File: config.mk
export PLATFORM = sky130hd
export DESIGN_NAME = conv_out_collector_flat
export DESIGN_NICKNAME = d
export VERILOG_FILES = /design/src/rtl/conv_out_collector_if.sv /design/src/rtl/conv_out_collector.sv /design/src/flat_wrapper.sv
export SDC_FILE = /design/constraint.sdc
export NUM_CORES = 1
export LEC_CHECK = 0
export ABC_AREA = 1
export CORE_MARGIN = 5
export CORE_UTILIZATION = 39
export CTS_CLUSTER_SIZE = 16
export DETAILED_ROUTE_END_ITERATION = 16
export PLACE_DENSITY = 0.62
export SKIP_CTS_REPAIR_TIMING = 1
export SLEW_MARGIN = 40
export SYNTH_ARGS = -nofsm -noshare
export SYNTH_HDL_FRONTEND = slang
export SYNTH_SLANG_ARGS = --single-unit
File: constraint.sdc
create_clock -name clk -period 4.6 [get_ports clk]
set_input_delay 0.92 -clock clk [delete_from_list [all_inputs] [get_ports clk]]
set_output_delay 0.92 -clock clk [all_outputs]
set_load 0.005 [all_outputs]
File: src/rtl/conv_out_collector_if.sv
// Stream bundle around the output collector: the partial-sum input stream
// from the last filter row and the result stream toward the pooling stage.
// The master side produces p_in and consumes o_data; the slave is the collector.
interface conv_out_collector_if #(
    parameter int M = 32
);
    logic [M-1:0] p_in;
    logic         p_valid;
    logic         p_ready;
    logic [M-1:0] o_data;
    logic         o_valid;
    logic         o_ready;

    modport master (
        output p_in,
        output p_valid,
        output o_ready,
        input  p_ready,
        input  o_data,
        input  o_valid
    );

    modport slave (
        input  p_in,
        input  p_valid,
        input  o_ready,
        output p_ready,
        output o_data,
        output o_valid
    );
endinterface

File: src/rtl/conv_out_collector.sv
// Output collector for the filter-row array chain.
// Walks the incoming partial-sum raster, keeps only beats where a full KxK
// window fits, adds the per-map bias with saturation, optionally clamps
// negatives, and queues results in a small FIFO toward the pooling stage.
// map_done marks the push of the last output of a map.
module conv_out_collector #(
    parameter int M     = 32,
    parameter int N     = 0,
    parameter int IMG_W = 32,
    parameter int K     = 5,
    parameter int RELU  = 1,
    parameter int DEPTH = 4
) (
    input  logic                 clk,
    input  logic                 rst,
    input  logic                 start,
    input  logic [M-1:0]         bias_in,
    conv_out_collector_if.slave  bus,
    output logic                 map_done,
    output logic                 busy
);
    localparam int CW = (IMG_W > 1) ? $clog2(IMG_W) : 1;
    localparam int AW = (DEPTH > 1) ? $clog2(DEPTH) : 1;
    localparam logic [CW-1:0] LAST_POS    = CW'(IMG_W - 1);
    localparam logic [CW-1:0] KEEP_POS    = CW'(K - 1);
    localparam logic [AW:0]   READY_LIMIT = (AW + 1)'(DEPTH - 1);
    localparam logic [M-1:0]  SAT_MAX     = {1'b0, {(M-1){1'b1}}};
    localparam logic [M-1:0]  SAT_MIN     = {1'b1, {(M-1){1'b0}}};

    // Fractional bits only ride along with the data; they must fit the word.
    generate
        if (N < 0 || N >= M) begin : g_bad_frac
            $error("conv_out_collector: N must be in [0, M-1]");
        end
    endgenerate

    typedef enum logic [1:0] {
        S_IDLE,
        S_RUN,
        S_DONE
    } state_t;

    state_t         state_reg;
    logic           busy_reg;
    logic [CW-1:0]  col_reg;
    logic [CW-1:0]  row_reg;
    logic [M-1:0]   bias_reg;
    logic           pipe_valid_reg;
    logic [M-1:0]   pipe_data_reg;
    logic           map_done_reg;
    logic [M-1:0]   mem_reg [DEPTH];
    logic [AW-1:0]  wr_ptr_reg;
    logic [AW-1:0]  rd_ptr_reg;
    logic [AW:0]    count_reg;

    logic           in_ready;
    logic           accept;
    logic           last_px;
    logic           keep;
    logic           push;
    logic           pop;
    logic           fifo_nonempty;
    logic [M:0]     sum_ext;
    logic [M-1:0]   sat_val;
    logic [M-1:0]   act_val;

    // One slot is held back so the beat already in the pipeline register
    // always finds room in the FIFO.
    assign in_ready      = (state_reg == S_RUN) && (count_reg < READY_LIMIT);
    assign accept        = bus.p_valid && in_ready;
    assign last_px       = (col_reg == LAST_POS) && (row_reg == LAST_POS);
    assign keep          = accept && (col_reg >= KEEP_POS) && (row_reg >= KEEP_POS);
    assign push          = pipe_valid_reg;
    assign fifo_nonempty = (count_reg != '0);
    assign pop           = fifo_nonempty && bus.o_ready;

    assign bus.p_ready = in_ready;
    assign bus.o_valid = fifo_nonempty;
    assign bus.o_data  = fifo_nonempty ? mem_reg[rd_ptr_reg] : '0;
    assign map_done    = map_done_reg;
    assign busy        = busy_reg;

    // Bias add one bit wider than the data, then clamp to the signed range
    // and optionally zero negative results.
    always_comb begin
        sum_ext = {bus.p_in[M-1], bus.p_in} + {bias_reg[M-1], bias_reg};
        sat_val = sum_ext[M-1:0];
        if (sum_ext[M] != sum_ext[M-1]) begin
            sat_val = sum_ext[M] ? SAT_MIN : SAT_MAX;
        end
        act_val = sat_val;
        if ((RELU != 0) && sat_val[M-1]) begin
            act_val = '0;
        end
    end

    // Map sequencing: a start pulse (re)enters RUN from any state; the accept
    // of the last raster pixel ends the map.
    always_ff @(posedge clk or negedge rst) begin
        if (!rst) begin
            state_reg <= S_IDLE;
            busy_reg  <= 1'b0;
        end else if (start) begin
            state_reg <= S_RUN;
            busy_reg  <= 1'b1;
        end else begin
            case (state_reg)
                S_RUN: begin
                    if (accept && last_px) begin
                        state_reg <= S_DONE;
                        busy_reg  <= 1'b0;
                    end
                end
                S_DONE: begin
                    state_reg <= S_IDLE;
                    busy_reg  <= 1'b0;
                end
                default: begin
                    state_reg <= S_IDLE;
                    busy_reg  <= 1'b0;
                end
            endcase
        end
    end

    // Raster position of the next input beat and the bias of the current map.
    always_ff @(posedge clk or negedge rst) begin
        if (!rst) begin
            col_reg  <= '0;
            row_reg  <= '0;
            bias_reg <= '0;
        end else if (start) begin
            col_reg  <= '0;
            row_reg  <= '0;
            bias_reg <= bias_in;
        end else if (accept) begin
            if (col_reg == LAST_POS) begin
                col_reg <= '0;
                row_reg <= row_reg + 1'b1;
            end else begin
                col_reg <= col_reg + 1'b1;
            end
        end
    end

    // Single result stage between the arithmetic and the FIFO; map_done is
    // raised alongside the last kept result so it coincides with its push.
    always_ff @(posedge clk or negedge rst) begin
        if (!rst) begin
            pipe_valid_reg <= 1'b0;
            pipe_data_reg  <= '0;
            map_done_reg   <= 1'b0;
        end else begin
            pipe_valid_reg <= keep;
            map_done_reg   <= keep && last_px;
            if (keep) begin
                pipe_data_reg <= act_val;
            end
        end
    end

    // FIFO storage: written only at the tail, read combinationally at the head.
    always_ff @(posedge clk) begin
        if (push) begin
            mem_reg[wr_ptr_reg] <= pipe_data_reg;
        end
    end

    // FIFO pointers and occupancy; a simultaneous push and pop leaves the
    // count unchanged.
    always_ff @(posedge clk or negedge rst) begin
        if (!rst) begin
            wr_ptr_reg <= '0;
            rd_ptr_reg <= '0;
            count_reg  <= '0;
        end else begin
            if (push) begin
                wr_ptr_reg <= wr_ptr_reg + 1'b1;
            end
            if (pop) begin
                rd_ptr_reg <= rd_ptr_reg + 1'b1;
            end
            case ({push, pop})
                2'b10:   count_reg <= count_reg + 1'b1;
                2'b01:   count_reg <= count_reg - 1'b1;
                default: count_reg <= count_reg;
            endcase
        end
    end
endmodule

File: src/flat_wrapper.sv
// flat-port wrapper written by rule: the top's interface ports become plain ports
module conv_out_collector_flat 
#(
    parameter int M     = 32,
    parameter int N     = 0,
    parameter int IMG_W = 32,
    parameter int K     = 5,
    parameter int RELU  = 1,
    parameter int DEPTH = 4
)
  (clk, rst, start, bias_in, map_done, busy, bus_p_in, bus_p_valid, bus_o_ready, bus_p_ready, bus_o_data, bus_o_valid);
  conv_out_collector_if #(.M(M)) bus_i ();
  input  logic clk;
  input  logic rst;
  input  logic start;
  input  logic [M-1:0] bias_in;
  output logic map_done;
  output logic busy;
  input wire logic [$bits(bus_i.p_in)-1:0] bus_p_in;
  input wire logic [$bits(bus_i.p_valid)-1:0] bus_p_valid;
  input wire logic [$bits(bus_i.o_ready)-1:0] bus_o_ready;
  output wire logic [$bits(bus_i.p_ready)-1:0] bus_p_ready;
  output wire logic [$bits(bus_i.o_data)-1:0] bus_o_data;
  output wire logic [$bits(bus_i.o_valid)-1:0] bus_o_valid;
  assign bus_i.p_in = bus_p_in;
  assign bus_i.p_valid = bus_p_valid;
  assign bus_i.o_ready = bus_o_ready;
  assign bus_p_ready = bus_i.p_ready;
  assign bus_o_data = bus_i.o_data;
  assign bus_o_valid = bus_i.o_valid;
  conv_out_collector #(.M(M), .N(N), .IMG_W(IMG_W), .K(K), .RELU(RELU), .DEPTH(DEPTH)) u_core (.clk(clk), .rst(rst), .start(start), .bias_in(bias_in), .bus(bus_i), .map_done(map_done), .busy(busy));
endmodule
==> results <==
- The kind of start point of the critical path is a flop.
- Across every metal layer, demand over resource in global routing totals 16.3%.
- The ratio of cells with drive above 1 in the final layout is between 8 and 9%.
- The worst setup path is of the flop to primary output kind.
- The commonest non-fill, non-tap cell in the layout is sky130_fd_sc_hd__nand2_1.
- The number of enable-type register cells in the synthesized netlist is 124.
- The number of input and output port buffers inserted is approximately 100.
- Data on the critical path arrives at its endpoint at about 2700 ps.
- The path category of the worst min-delay check is primary input to asynchronous set/reset pin.
- The initialized floorplan defines slightly above 60 standard-cell rows.
- The total area of sequential cells is 5830 um^2.
- Clock tree synthesis selected as its root buffer the cell sky130_fd_sc_hd__clkbuf_16.
- The initial antenna violation count is 0.
- Buffers inserted during clock tree synthesis total 23.
- The critical path goes through inv_1, buf_4, o21ai_0, a21oi_1, clkdlybuf4s50_1.
- The library cells used most frequently in the layout, excluding fill and tap cells, are sky130_fd_sc_hd__nand2_1 (436), sky130_fd_sc_hd__nor2_1 (165), sky130_fd_sc_hd__inv_1 (141).
- The count of endpoints failing hold in the final timing report is 0.
- The register with the most flip-flops in the layout has about 120 of them.
- The pin count of the biggest net entering global routing is 64.
- The die covers between 30000 and 40000 um^2.
- The async set-or-reset flop fraction in the synthesized netlist is about two fifths.
- The final number of max-transition violations is 0.
- For this block, the initial DRC count from the detailed router was 520.
- Synthesis handed over a netlist of about 1300 instances.
- The total overflow left after global routing is 0.
- In the final layout, the multi-input gates occupy 4480 um^2.
- The run finished with clean final reports.
- In the post-route analysis, the smallest setup slack over all paths is roughly 980 ps.
- The count of unresolved DRC violations after routing is 0.
- Summed over all nets, the switching power comes to a little over 2 mW.
- The die boundary width is about 180 um.
- The via count of the first global-routing pass came to 8297.
- Along the worst path, the maximum fanout reaches 26.
- The HPWL after detailed placement is about 18 mm.
- The number of flip-flops and latches in the synthesized netlist is about 210.
- The top flip-flop cell by instance count after synthesis is sky130_fd_sc_hd__edfxtp_1.
- The height of the die is 179 um.
- The critical path endpoint category is a primary output.
- Setup repair after global routing left no endpoint under its margin.
- The I/O pin count is around 110.
- In the final design database the tool counted 1537 nets.
- The routed wire length per instance is approximately 14 um.
- STA puts the critical path data required time at 3680 ps.
- The register-to-register setup slack is 2040 ps.
- The longest individual stage delay on the worst path is roughly 560 ps.
- At the pin with the least slew margin, the transition time is around 700 ps.
- Cell internal power was estimated by the tool at between 4 and 5 mW.
- At the end of routability-driven placement, the weighted congestion stood at around 0.9.
- For this design the ratio of total power to cell area is about 470 nW/um^2.
- The number of unique standard cell types used by synthesis is 41.
- Across the VDD grid, the largest voltage drop is around 0.22 mV.
- For this block, the routed nets add up to around 26 mm of wire.
- Based on the critical path, the design can be clocked at up to 276 MHz.
- The residual antenna-violating net count after detailed routing is 0.
- The number of fill cells in the layout is about 2800.
- The number of diodes is 0.
- The clock net in this run drives a total of approximately 210 sinks.
- The Yosys step of the flow raised 0 warnings.
- The core footprint is around 28000 um^2.
- The mean post-synth cell area is between 8 and 9 um^2.
- Among all stages on the critical path, the largest delay is contributed by sky130_fd_sc_hd__clkdlybuf4s50_1.
- The clock arrives with around 6.6 ps of skew.
- The worst setup slack after placement is approximately 1000 ps.
- Hold timing on the final database bottoms out at a slack of a little under 400 ps.
- After detailed routing, the number of vias per cell comes to ~4.6.
- The first global-routing pass estimated 42.0 mm of wire.
- The remaining max-slew budget at the tightest pin is between 50% and 60%.
- The aggregate negative setup slack is 0 ps.
- The signed area change from the synthesized netlist to the final layout is 19.0%.
- The initial utilization of the core area, before any placement, comes to about two fifths.
- The share of total power dissipated in the clock network is between 20 and 30%.
- Summing the sequential cell areas from Yosys gives between 50% and 60% of the chip area.
- The post-synthesis instance area is 11100 um^2.
- After clock tree synthesis, the clock-pin slew on the worst setup and hold paths is around 60 ps.
- The fraction of power spent switching nets is between 30% and 40%.
- The number of max-capacitance violations reported is 0.
- The pre-antenna-repair detailed-routing pass consisted of 5 iterations.
- Summed over all cells, the static leakage comes to about 6 nW.
- The sequential share of power is 36.8%.
- TritonCTS built the clock tree.
- The total nets after synthesis is approximately 1400.
- The clock passes through at most 3 buffers.
- In this run the number of H-tree levels came out at 1.
- Setup violations remaining at the end of the flow were counted as 0.
- The detailed router placed approximately 8400 vias in this run.
- The combinational share of power is ~35%.
- Of the available clock period, the critical path in the final layout requires between 70% and 80%.
- The clock period could shrink to between 3000 and 4000 ps.
- The insertion delay to the later sink of the worst-skew pair is ~520 ps.
-- per-stage QoR --
step	area, um^2	std cells	total power [mW]	util (%)
after detailed placement	12500	1776	4.49	44.6
after global routing	13200	1818	6.62	47.3
after floorplan	11100	1324	3.56	-
final	13200	1818	6.22	47.3
after CTS	13200	1818	6.30	47.3
after global placement	12500	1776	4.47	44.6
-- synth_stat cells (2+ instances only) --
cell                       number  share of area, %
sky130_fd_sc_hd__nor3_1        12              0.54
sky130_fd_sc_hd__a21oi_1       55               2.5
sky130_fd_sc_hd__ha_1          43               4.8
sky130_fd_sc_hd__nor2_2         4              0.23
sky130_fd_sc_hd__o21ai_1        4              0.18
sky130_fd_sc_hd__nor2_1       165               5.6
sky130_fd_sc_hd__edfxtp_1     124                34
sky130_fd_sc_hd__a21oi_2        3              0.24
sky130_fd_sc_hd__nand3_2        2              0.18
sky130_fd_sc_hd__inv_1        144               4.9
sky130_fd_sc_hd__nand3b_1      11              0.74
sky130_fd_sc_hd__clkbuf_1      32               1.1
sky130_fd_sc_hd__nand4_1        4              0.23
sky130_fd_sc_hd__nand2_1      436                15
sky130_fd_sc_hd__buf_12         3              0.54
sky130_fd_sc_hd__o21ai_0       69               3.1
sky130_fd_sc_hd__xor2_1         2              0.16
sky130_fd_sc_hd__xnor2_1       17               1.3
sky130_fd_sc_hd__o21bai_1       5              0.34
sky130_fd_sc_hd__nand3_1       26               1.2
sky130_fd_sc_hd__nand2_2       49               2.8
sky130_fd_sc_hd__buf_1          3              0.10
sky130_fd_sc_hd__fa_1           2              0.36
sky130_fd_sc_hd__dfrtp_1       84                19
sky130_fd_sc_hd__inv_2          7              0.24
sky130_fd_sc_hd__buf_6          3              0.30
-- layout make-up --
| cell class | instances | share of cell area, % |
|---|---|---|
| Clock buffer | 27 | 4.47 |
| Timing Repair Buffer | 116 | 8.52 |
| Inverter | 152 | 4.32 |
| Sequential cell | 208 | 44.1 |
| Multi-Input combinational cell | 922 | 33.9 |
| Tap cell | 378 | 3.58 |
| Clock inverter | 15 | 1.16 |
-- path summary, 6_finish.rpt --
kind | startpoint | to | cells past startpoint
hold reg to reg | u_core.bias_reg[27] | u_core.bias_reg[27] | 2
max in group asynchronous | rst | u_core.pipe_data_reg[5] | 2
setup reg to reg | u_core.bias_reg[0] | u_core.pipe_data_reg[6] | 13
min in group clk | u_core.bias_reg[27] | u_core.bias_reg[27] | 2
hold / removal | rst | u_core.bias_reg[22] | 1
setup / recovery | u_core.rd_ptr_reg[0] | bus_o_data[28] | 5
-- cells by family (layout without fill, tap and decap cells) --
logic type	count (synthesis)	in the layout	synth area share, %
DFF	208	208	52.5
buffers and inverters	194	310	7.24
and+or+nand+nor	717	717	26.9
other	1	1	0.0338
xor gates and xnor gates	19	19	1.50
adders and majority gates	45	45	5.21
AOI/OAI and AO/OA	140	140	6.59
-- per-layer routing --
layer / vias to the layer above / GRT usage [%] / share of wire [%]
met5: - / 0 / 0
met3: 38 / 2.64 / 4.9
li1: 4402 / - / -
met1: 3808 / 22.6 / 48
met2: 187 / 26.8 / 45
met4: 0 / 3.90 / 2.3
-- power groups by stage --
stage | Sequential (mW) | Combinational [mW] | Clock [mW]
after global placement | 2.32 | 2.15 | 0
after floorplan | 2.27 | 1.29 | 0
after detailed placement | 2.32 | 2.17 | 0
after global routing | 2.31 | 2.42 | 1.89
final | 2.29 | 2.14 | 1.78
after CTS | 2.29 | 2.18 | 1.83
-- worst max-delay path: cells and delay by family, from the launching register on --
kind	cells	cell delay (ps)
flip-flops	1	370
buffers and inverters	3	1450
AO/OA/AOI/OAI	2	360
Power figures use the tool's default switching activity.
